$ cat src/rtl/uart_rom_loader.sv
// uart_rom_loader
//   Receives a program image over an 8N1 UART (LSB first) and writes it word
//   by word into the instruction ROM write port, holding the core in reset
//   while a load is in progress.
//   Image format: 16-bit little-endian word count, then count*4 bytes,
//   each word assembled little-endian.
// Ports
//   clk        : system clock, all state on posedge
//   rst_n      : asynchronous active-low reset
//   uart_rx    : asynchronous serial input, idle high
//   load_req   : 1-cycle pulse starting a load (accepted in idle/done/err)
//   core_rst_n : active-low reset to the core
//   rom_we     : ROM write strobe, one cycle per word
//   rom_waddr  : ROM word address for rom_we
//   rom_wdata  : ROM write data
//   busy/done/err : loader status
module uart_rom_loader #(
  parameter int unsigned CLK_HZ = 100_000_000,
  parameter int unsigned BAUD   = 115200,
  parameter int unsigned ADDR_W = 11
) (
  input  logic              clk,
  input  logic              rst_n,
  input  logic              uart_rx,
  input  logic              load_req,
  output logic              core_rst_n,
  output logic              rom_we,
  output logic [ADDR_W-1:0] rom_waddr,
  output logic [31:0]       rom_wdata,
  output logic              busy,
  output logic              done,
  output logic              err
);

  localparam int unsigned CPB   = CLK_HZ / BAUD;
  localparam int unsigned HALF  = CPB / 2;
  localparam int unsigned CNT_W = $clog2(CPB + 1);
  localparam logic [16:0] MAX_WORDS = 17'(1) << ADDR_W;

  // ---------------------------------------------------------------------
  // Input synchroniser
  // ---------------------------------------------------------------------
  logic rx_meta_q, rx_sync_q;

  always_ff @(posedge clk or negedge rst_n) begin
    if (!rst_n) begin
      rx_meta_q <= 1'b1;
      rx_sync_q <= 1'b1;
    end else begin
      rx_meta_q <= uart_rx;
      rx_sync_q <= rx_meta_q;
    end
  end

  // ---------------------------------------------------------------------
  // UART receiver
  // ---------------------------------------------------------------------
  typedef enum logic [1:0] {R_IDLE, R_START, R_DATA, R_STOP} rx_state_t;

  rx_state_t        rx_state_q, rx_state_d;
  logic [CNT_W-1:0] clk_cnt_q, clk_cnt_d;
  logic [2:0]       bit_cnt_q, bit_cnt_d;
  logic [7:0]       shift_q, shift_d;
  logic             byte_vld_q, byte_vld_d;
  logic             frame_err_q, frame_err_d;

  always_ff @(posedge clk or negedge rst_n) begin
    if (!rst_n) begin
      rx_state_q  <= R_IDLE;
      clk_cnt_q   <= '0;
      bit_cnt_q   <= '0;
      shift_q     <= '0;
      byte_vld_q  <= 1'b0;
      frame_err_q <= 1'b0;
    end else begin
      rx_state_q  <= rx_state_d;
      clk_cnt_q   <= clk_cnt_d;
      bit_cnt_q   <= bit_cnt_d;
      shift_q     <= shift_d;
      byte_vld_q  <= byte_vld_d;
      frame_err_q <= frame_err_d;
    end
  end

  always_comb begin
    rx_state_d  = rx_state_q;
    clk_cnt_d   = clk_cnt_q + 1'b1;
    bit_cnt_d   = bit_cnt_q;
    shift_d     = shift_q;
    byte_vld_d  = 1'b0;
    frame_err_d = 1'b0;
    unique case (rx_state_q)
      R_IDLE: begin
        clk_cnt_d = '0;
        if (!rx_sync_q) begin
          rx_state_d = R_START;
          bit_cnt_d  = '0;
        end
      end
      R_START: begin
        // Mid-start-bit resample rejects short glitches.
        if (clk_cnt_q == CNT_W'(HALF - 1)) begin
          clk_cnt_d  = '0;
          rx_state_d = rx_sync_q ? R_IDLE : R_DATA;
        end
      end
      R_DATA: begin
        if (clk_cnt_q == CNT_W'(CPB - 1)) begin
          clk_cnt_d = '0;
          shift_d   = {rx_sync_q, shift_q[7:1]};
          bit_cnt_d = bit_cnt_q + 1'b1;
          if (bit_cnt_q == 3'd7) rx_state_d = R_STOP;
        end
      end
      R_STOP: begin
        if (clk_cnt_q == CNT_W'(CPB - 1)) begin
          clk_cnt_d   = '0;
          byte_vld_d  = rx_sync_q;
          frame_err_d = ~rx_sync_q;
          rx_state_d  = R_IDLE;
        end
      end
      default: rx_state_d = R_IDLE;
    endcase
  end

  // ---------------------------------------------------------------------
  // Loader
  // ---------------------------------------------------------------------
  // L_RST is the single cycle after reset release, keeping core_rst_n low
  // for one clock before the core is allowed to run the existing ROM.
  typedef enum logic [2:0] {L_RST, L_IDLE, L_CNT0, L_CNT1, L_DATA, L_DONE, L_ERR} ld_state_t;

  ld_state_t         ld_state_q, ld_state_d;
  logic [15:0]       cnt_q, cnt_d;
  logic [ADDR_W:0]   widx_q, widx_d;
  logic [1:0]        bidx_q, bidx_d;
  logic [23:0]       word_q, word_d;
  logic              rom_we_q, rom_we_d;
  logic [ADDR_W-1:0] rom_waddr_q, rom_waddr_d;
  logic [31:0]       rom_wdata_q, rom_wdata_d;
  logic [15:0]       hdr_cnt;

  assign hdr_cnt = {shift_q, cnt_q[7:0]};

  always_ff @(posedge clk or negedge rst_n) begin
    if (!rst_n) begin
      ld_state_q  <= L_RST;
      cnt_q       <= '0;
      widx_q      <= '0;
      bidx_q      <= '0;
      word_q      <= '0;
      rom_we_q    <= 1'b0;
      rom_waddr_q <= '0;
      rom_wdata_q <= '0;
    end else begin
      ld_state_q  <= ld_state_d;
      cnt_q       <= cnt_d;
      widx_q      <= widx_d;
      bidx_q      <= bidx_d;
      word_q      <= word_d;
      rom_we_q    <= rom_we_d;
      rom_waddr_q <= rom_waddr_d;
      rom_wdata_q <= rom_wdata_d;
    end
  end

  always_comb begin
    ld_state_d  = ld_state_q;
    cnt_d       = cnt_q;
    widx_d      = widx_q;
    bidx_d      = bidx_q;
    word_d      = word_q;
    rom_we_d    = 1'b0;
    rom_waddr_d = rom_waddr_q;
    rom_wdata_d = rom_wdata_q;
    unique case (ld_state_q)
      L_RST: ld_state_d = L_IDLE;
      L_IDLE, L_DONE, L_ERR: begin
        if (load_req) begin
          ld_state_d = L_CNT0;
          widx_d     = '0;
          bidx_d     = '0;
        end
      end
      L_CNT0: begin
        if (frame_err_q) begin
          ld_state_d = L_ERR;
        end else if (byte_vld_q) begin
          cnt_d[7:0] = shift_q;
          ld_state_d = L_CNT1;
        end
      end
      L_CNT1: begin
        if (frame_err_q) begin
          ld_state_d = L_ERR;
        end else if (byte_vld_q) begin
          cnt_d = hdr_cnt;
          if (hdr_cnt == 16'd0)                  ld_state_d = L_DONE;
          else if ({1'b0, hdr_cnt} > MAX_WORDS)  ld_state_d = L_ERR;
          else                                   ld_state_d = L_DATA;
        end
      end
      L_DATA: begin
        if (frame_err_q) begin
          ld_state_d = L_ERR;
        end else if (rom_we_q && (17'(widx_q) == {1'b0, cnt_q})) begin
          // Leave only after the final strobe cycle has completed.
          ld_state_d = L_DONE;
        end else if (byte_vld_q) begin
          bidx_d = bidx_q + 1'b1;
          unique case (bidx_q)
            2'd0: word_d[7:0]   = shift_q;
            2'd1: word_d[15:8]  = shift_q;
            2'd2: word_d[23:16] = shift_q;
            default: begin
              rom_we_d    = 1'b1;
              rom_waddr_d = widx_q[ADDR_W-1:0];
              rom_wdata_d = {shift_q, word_q};
              widx_d      = widx_q + 1'b1;
            end
          endcase
        end
      end
      default: ld_state_d = L_IDLE;
    endcase
  end

  assign core_rst_n = (ld_state_q == L_IDLE) || (ld_state_q == L_DONE);
  assign busy       = (ld_state_q == L_CNT0) || (ld_state_q == L_CNT1) || (ld_state_q == L_DATA);
  assign done       = (ld_state_q == L_DONE);
  assign err        = (ld_state_q == L_ERR);
  assign rom_we     = rom_we_q;
  assign rom_waddr  = rom_waddr_q;
  assign rom_wdata  = rom_wdata_q;

endmodule

$ cat config.mk
export PLATFORM = sky130hd
export DESIGN_NAME = uart_rom_loader
export DESIGN_NICKNAME = d
export VERILOG_FILES = /design/src/rtl/uart_rom_loader.sv
export SDC_FILE = /design/constraint.sdc
export NUM_CORES = 1
export LEC_CHECK = 0
export ABC_AREA = 1
export CAP_MARGIN = 10
export CORE_MARGIN = 4
export CORE_UTILIZATION = 35
export CTS_BUF_LIST = sky130_fd_sc_hd__clkbuf_2 sky130_fd_sc_hd__clkbuf_4 sky130_fd_sc_hd__clkbuf_8
export DETAILED_ROUTE_END_ITERATION = 8
export GPL_TIMING_DRIVEN = 1
export PLACE_DENSITY = 0.53
export SYNTH_ARGS = -nofsm -noshare
export SYNTH_HDL_FRONTEND = slang
export SYNTH_SLANG_ARGS = --single-unit
$ cat constraint.sdc
create_clock -name clk -period 2.1 [get_ports clk]
set_input_delay 0.315 -clock clk [delete_from_list [all_inputs] [get_ports clk]]
set_output_delay 0.315 -clock clk [all_outputs]
set_load 0.005 [all_outputs]
======== After elaboration in Yosys (flattened, before gate mapping) ========
Cells that the tools add are included.
word-level totals
  register bits after elaboration ......... 128
  input port bits ......................... 4
cells by class
  $add $sub $neg .......................... 4
  reduce and logical (&&, ||, !) cells .... 24
  bitwise gates (word level) .............. 5
  equal/unequal tests ..................... 28
  muxes and demuxes ....................... 47
  $lt $le $gt $ge ......................... 1
operators by type and width
  operator               number
  $mux 12                5
  $mux 3                 10
  $pmux 10 s3            1
  $reduce_and 5->1       6
  $mux 8                 3
  $pmux 12 s2            1
  $mux 2                 11
  $mux 10                2
  $ne 2x2->1 const B     10
  $eq 12x16->1           1
  $gt 16x12->1 const B   1
  $logic_not 16->1       1
  $pmux 8 s2             1
  $add 12x1->12 const B  1
  $eq 3x3->1 const B     4
  $pmux 3 s4             1
  $add 10x1->10 const B  1
  $eq 10x10->1 const B   1
  $eq 10x9->1 const B    1
  $mux 1                 9
  $ne 3x3->1 const B     3
  $pmux 2 s4             1
  $reduce_and 4->1       2
  $eq 2x2->1 const B     3
  17 further kinds       29

======== Depth between registers and ports, before layout ========
  depth after elaboration ................. 7
  depth in mapped cells ................... 14

======== Worst setup path before layout ========
No wires, ideal clock.
  path type ............................... register to register
  start ................................... register widx_q[0]
  end ..................................... register widx_q[9]
  arrival ................................. 1.406 ns
  stages on the path, launching flop included .. 13
  path slack .............................. 0.577 ns
  period minus slack after synthesis ...... 1.523 ns
  path through ............................ dfrtp_1 buf_2 nand2_1 nand2_1 nor2_1 nand2_1 nor2_1 nand2_2 nand2_8 nand2_4 buf_2 nand3_1 nand2_1
between the ends
  cells in the longest elaborated chain, start to end .. 6
  elaborated cells between the ends (all ways) .. 10
  classes of those cells .................. add/sub (1); eq/ne (2); mux (5); reduce/logical (2)
RTL lines
  item                    RTL line  text
  start, declared         136       logic [ADDR_W:0] widx_q, widx_d;
  start signal, assigned  159       widx_q <= widx_d;
  $add 12x1->12           220       widx_d = widx_q + 1'b1;
  $mux 12                 212       unique case (bidx_q)
  $mux 12                 210       end else if (byte_vld_q) begin
  $mux 12                 207       end else if (rom_we_q && (17'(widx_q) == {1'b0, cnt_q})) begin
  $mux 12                 205       if (frame_err_q) begin
  $pmux 12 s2             177       unique case (ld_state_q)
Parallel ways exist; a longest one is shown, timed or not. The select of a mux whose other input is x is not followed.
A chain may end at the register's enable or synchronous reset.

======== Worst setup path in the final report ========
  start ................................... register ld_state_q[0]
  end ..................................... output err
between the ends
  cells in the longest elaborated chain, start to end .. 1
RTL lines
  item                    RTL line  text
  start, declared         134       ld_state_t ld_state_q, ld_state_d;
  start signal, assigned  157       ld_state_q <= ld_state_d;
  $eq 3x3->1              232       assign err = (ld_state_q == L_ERR);
  end, declared           32        output logic err
No other way between the ends.

==> out/metrics.json <==
{
  "placement_rows": 47,
  "finalWeightedCongestion": 0.856,
  "detailedRoute.firstPassIterationCount": 6,
  "netlist_instances": 740,
  "cts.reportedPaths.clkPinSlew_ps": 70,
  "vias_per_cell": 4.83,
  "cp_max_fo": 3,
  "combPwrFrac": 0.115,
  "timing.critical_path.slowest_cell_delay_ps": 510,
  "worst_ir_drop_vdd_uv": 356,
  "timing_hold_violations_final": 0,
  "worst_path_dominant_cell_family": "buffers and inverters",
  "syn-num-nets": 753,
  "cts_tree": "yes",
  "switching_share": 0.264,
  "seq_area_frac_synth": 0.534,
  "kind_of_critical_path": "reg -> out",
  "worst-endpoint-arrival_ps": 1660,
  "critPathLaunchType": "flop",
  "top_layer": "met4",
  "sequentialPowerShare": 0.478,
  "final_min_period_over_clock_period": 0.940,
  "ys_warn_count": 0,
  "antenna_found_initial": 0,
  "met2_wire_length_um": 6840,
  "detailedRoute.firstIterationViolations": 259,
  "cts_buffers": 17,
  "fin_setup_tns_ps": 0,
  "grt_total_usage": 0.152,
  "worstPathRequired_ps": 1780,
  "clock_power_share": 0.407,
  "cts_num_sinks": 128,
  "report.power.total_uw": 5280,
  "die-width_um": 139,
  "grt_first_pass_wirelength_um": 23900,
  "detail_route.drc_violations": 0,
  "count_of_buffer_and_inverter_cells_on_the_critical_path": 2,
  "power-per-cell-area_nw_per_um2": 731,
  "grt_pass1_vias": 4836,
  "m1WireLength_um": 6760,
  "path_category_of_the_worst_min_delay_check": "in -> reg",
  "outcome": "finished, final reports clean",
  "net-switching-power_uw": 1390,
  "path_cells": "inv_1 -> nand2_1 -> nor2_1 -> clkdlybuf4s50_1",
  "routed_wire_length_per_instance_um": 14.0,
  "cts_max_path_buffers": 2,
  "wl_um": 14400,
  "cellInternalPower_uw": 3880,
  "start_util": 0.360,
  "slowest_stage": "sky130_fd_sc_hd__clkdlybuf4s50_1",
  "cts.htree.levels": 4,
  "route.antenna.remaining_nets": 0,
  "fmax_mhz": 507,
  "synth_top_area_cell": "sky130_fd_sc_hd__dfrtp_1",
  "clk_root_buf": "sky130_fd_sc_hd__clkbuf_8",
  "die-area_um2": 19300,
  "syn_to_final_growth_pct": 20.3,
  "postSynthRegisterBits": 128,
  "synthesis.area_per_instance_um2": 8.11,
  "yosys.area.top_type_share": 0.525,
  "synthDistinctLibCells": 36,
  "num_vias": 4988,
  "hpwlAfterDp_um": 9890,
  "num-nets-final": 814,
  "worst_pin_slew_ps": 505,
  "final_core_utilization": 0.432,
  "setup.worst_path.end_class": "primary output",
  "reg2reg_setup_slack_ps": 180,
  "relSlewSlack": 0.663,
  "synth.area.top_cells": "sky130_fd_sc_hd__dfrtp_1, sky130_fd_sc_hd__nand2_1, sky130_fd_sc_hd__o21ai_0",
  "filler_cell_count": 1724,
  "antenna_cells_inserted": 0,
  "drv_cap": 0,
  "setup_violations": 0,
  "finalWorstPathRequiredPeriod_ps": 1970,
  "static-leakage-power_uw": 0.00362,
  "worst_clock_skew_ps": 12.9,
  "grt_overflow_total": 0,
  "footprint_of_the_multi_input_gates_um2": 2410,
  "drv_slew": 0,
  "worst_skew_pair.late_latency_ps": 440,
  "portBuffers": 51,
  "detailroute.wirelength.met3_um": 634,
  "placeableCoreArea_um2": 16700,
  "sequential_cell_area_um2": 3210,
  "floorplan.io_pins": 52,
  "synth_area_um2": 6000,
  "grt_setup_unrepaired": "false",
  "finalHoldWorstSlack_ps": 283,
  "floorplan.die.height_um": 139,
  "grt_start_max_net_pins": 48,
  "post_route_cells_drive_above_1_share": 0.0898
}
==> flip-flops by register name, summed over array words and instances (netlist names), named ones only <==
register and count:
bidx_q 2, bit_cnt_q 3, byte_vld_q 1, clk_cnt_q 10
cnt_q 16, frame_err_q 1, ld_state_q 3, rom_waddr 11
rom_wdata 32, rom_we 1, rx_meta_q 1, rx_state_q 1
rx_sync_q 1, shift_q 8, widx_q 12, word_q 24
==> cell usage after synthesis (all sizes together) <==
library cell,count
dfrtp,126
xnor2,4
nand3,26
nand3b,2
nor2,60
o21ai,103
a211oi,1
inv,64
xor2,5
a21oi,9
o31ai,1
clkbuf,17
buf,13
a31oi,2
nor3,13
or2,2
nor4,2
nand4,4
dfstp,2
ha,9
nand2,275
==> worst paths after layout <==
check | startpoint | endpoint | cells past startpoint
max in group asynchronous | rst_n | widx_q[7]$_DFFE_PN0P_ | 3
min reg2reg | rx_meta_q$_DFF_PN1_ | rx_sync_q$_DFF_PN1_ | 0
max | ld_state_q[0]$_DFFE_PN0P_ | err | 4
min | uart_rx | rx_meta_q$_DFF_PN1_ | 1
max reg2reg | ld_state_q[2]$_DFFE_PN0P_ | word_q[23]$_DFFE_PN0P_ | 10
min in group asynchronous | rst_n | rom_wdata[19]$_DFFE_PN0P_ | 2
==> power groups by stage <==
stage	logic (uW)	registers [uW]	clock network, uW
5_1_grt	685	2520	2340
3_3_place_gp	568	2560	0
2_1_floorplan	377	2560	0
6_report	609	2520	2150
3_5_place_dp	567	2560	0
4_1_cts	604	2520	2200
==> cells in the final DEF (no fill, tap or decap), types with 6 or more instances in the layout <==
cell type                         count
sky130_fd_sc_hd__nand2_1            271
sky130_fd_sc_hd__nor3_1              11
sky130_fd_sc_hd__clkbuf_8            21
sky130_fd_sc_hd__clkdlybuf4s50_1     48
sky130_fd_sc_hd__ha_1                 9
sky130_fd_sc_hd__o21ai_0             83
sky130_fd_sc_hd__buf_4               17
sky130_fd_sc_hd__nand3_1             26
sky130_fd_sc_hd__dfrtp_1            125
sky130_fd_sc_hd__nor2_1              56
sky130_fd_sc_hd__inv_2                6
sky130_fd_sc_hd__inv_1               58
sky130_fd_sc_hd__a21oi_1              8
sky130_fd_sc_hd__o21ai_1             20
==> worst register-to-register path: stages, from the launching register on <==
cell,delay [ps]
sky130_fd_sc_hd__dfrtp_1,370
sky130_fd_sc_hd__inv_2,80
sky130_fd_sc_hd__nor3_4,200
sky130_fd_sc_hd__inv_2,50
sky130_fd_sc_hd__buf_4,160
sky130_fd_sc_hd__nor3_4,210
sky130_fd_sc_hd__nand2_8,200
sky130_fd_sc_hd__buf_12,250
sky130_fd_sc_hd__nor2_4,180
sky130_fd_sc_hd__nand2_1,80
sky130_fd_sc_hd__nand2_1,90
==> kinds of logic (layout without fill, tap and decap cells) <==
| kind of cell | after synthesis | in the layout | share of synthesized area |
|---|---|---|---|
| fa+ha+maj | 9 | 9 | 0.0188 |
| compound gates | 116 | 116 | 0.0986 |
| simple gates | 384 | 386 | 0.266 |
| xor+xnor | 9 | 9 | 0.0131 |
| buf+inv | 94 | 165 | 0.0698 |
| flops | 128 | 128 | 0.534 |
==> metrics by stage <==
stage	instance area, um2	cells	worst slack [ps]
after floorplan	6000	740	577
after global placement	6740	995	159
after detailed placement	6740	995	115
after CTS	7180	1030	39.8
after global routing	7220	1033	15.3
final	7220	1033	126
==> routing by layer <==
layer / vias up / global-route usage
met2: 117 / 0.244
met5: - / 0
li1: 2463 / -
met3: 15 / 0.0355
met4: 0 / 0.0499
met1: 2393 / 0.203
==> layout make-up <==
| type | instances | area share |
|---|---|---|
| Sequential cell | 128 | 0.444 |
| Multi-Input combinational cell | 520 | 0.334 |
| Timing Repair Buffer | 70 | 0.0946 |
| Clock buffer | 22 | 0.0411 |
| Tap cell | 220 | 0.0381 |
| Inverter | 64 | 0.0333 |
| Clock inverter | 9 | 0.0147 |
==> timing repair <==
| item | CTS | global route |
|---|---|---|
| setup endpoints to repair | 1 | 58 |
| pin swaps | 1 | 3 |
| hold buffers | 1 | 0 |
| endpoints found under the hold margin | 35 | 0 |
| buffers inserted | 3 | 1 |
| cloned | 0 | 2 |
| gates resized for setup | 1 | 5 |
No activity file was read; power rests on OpenSTA's default activity.
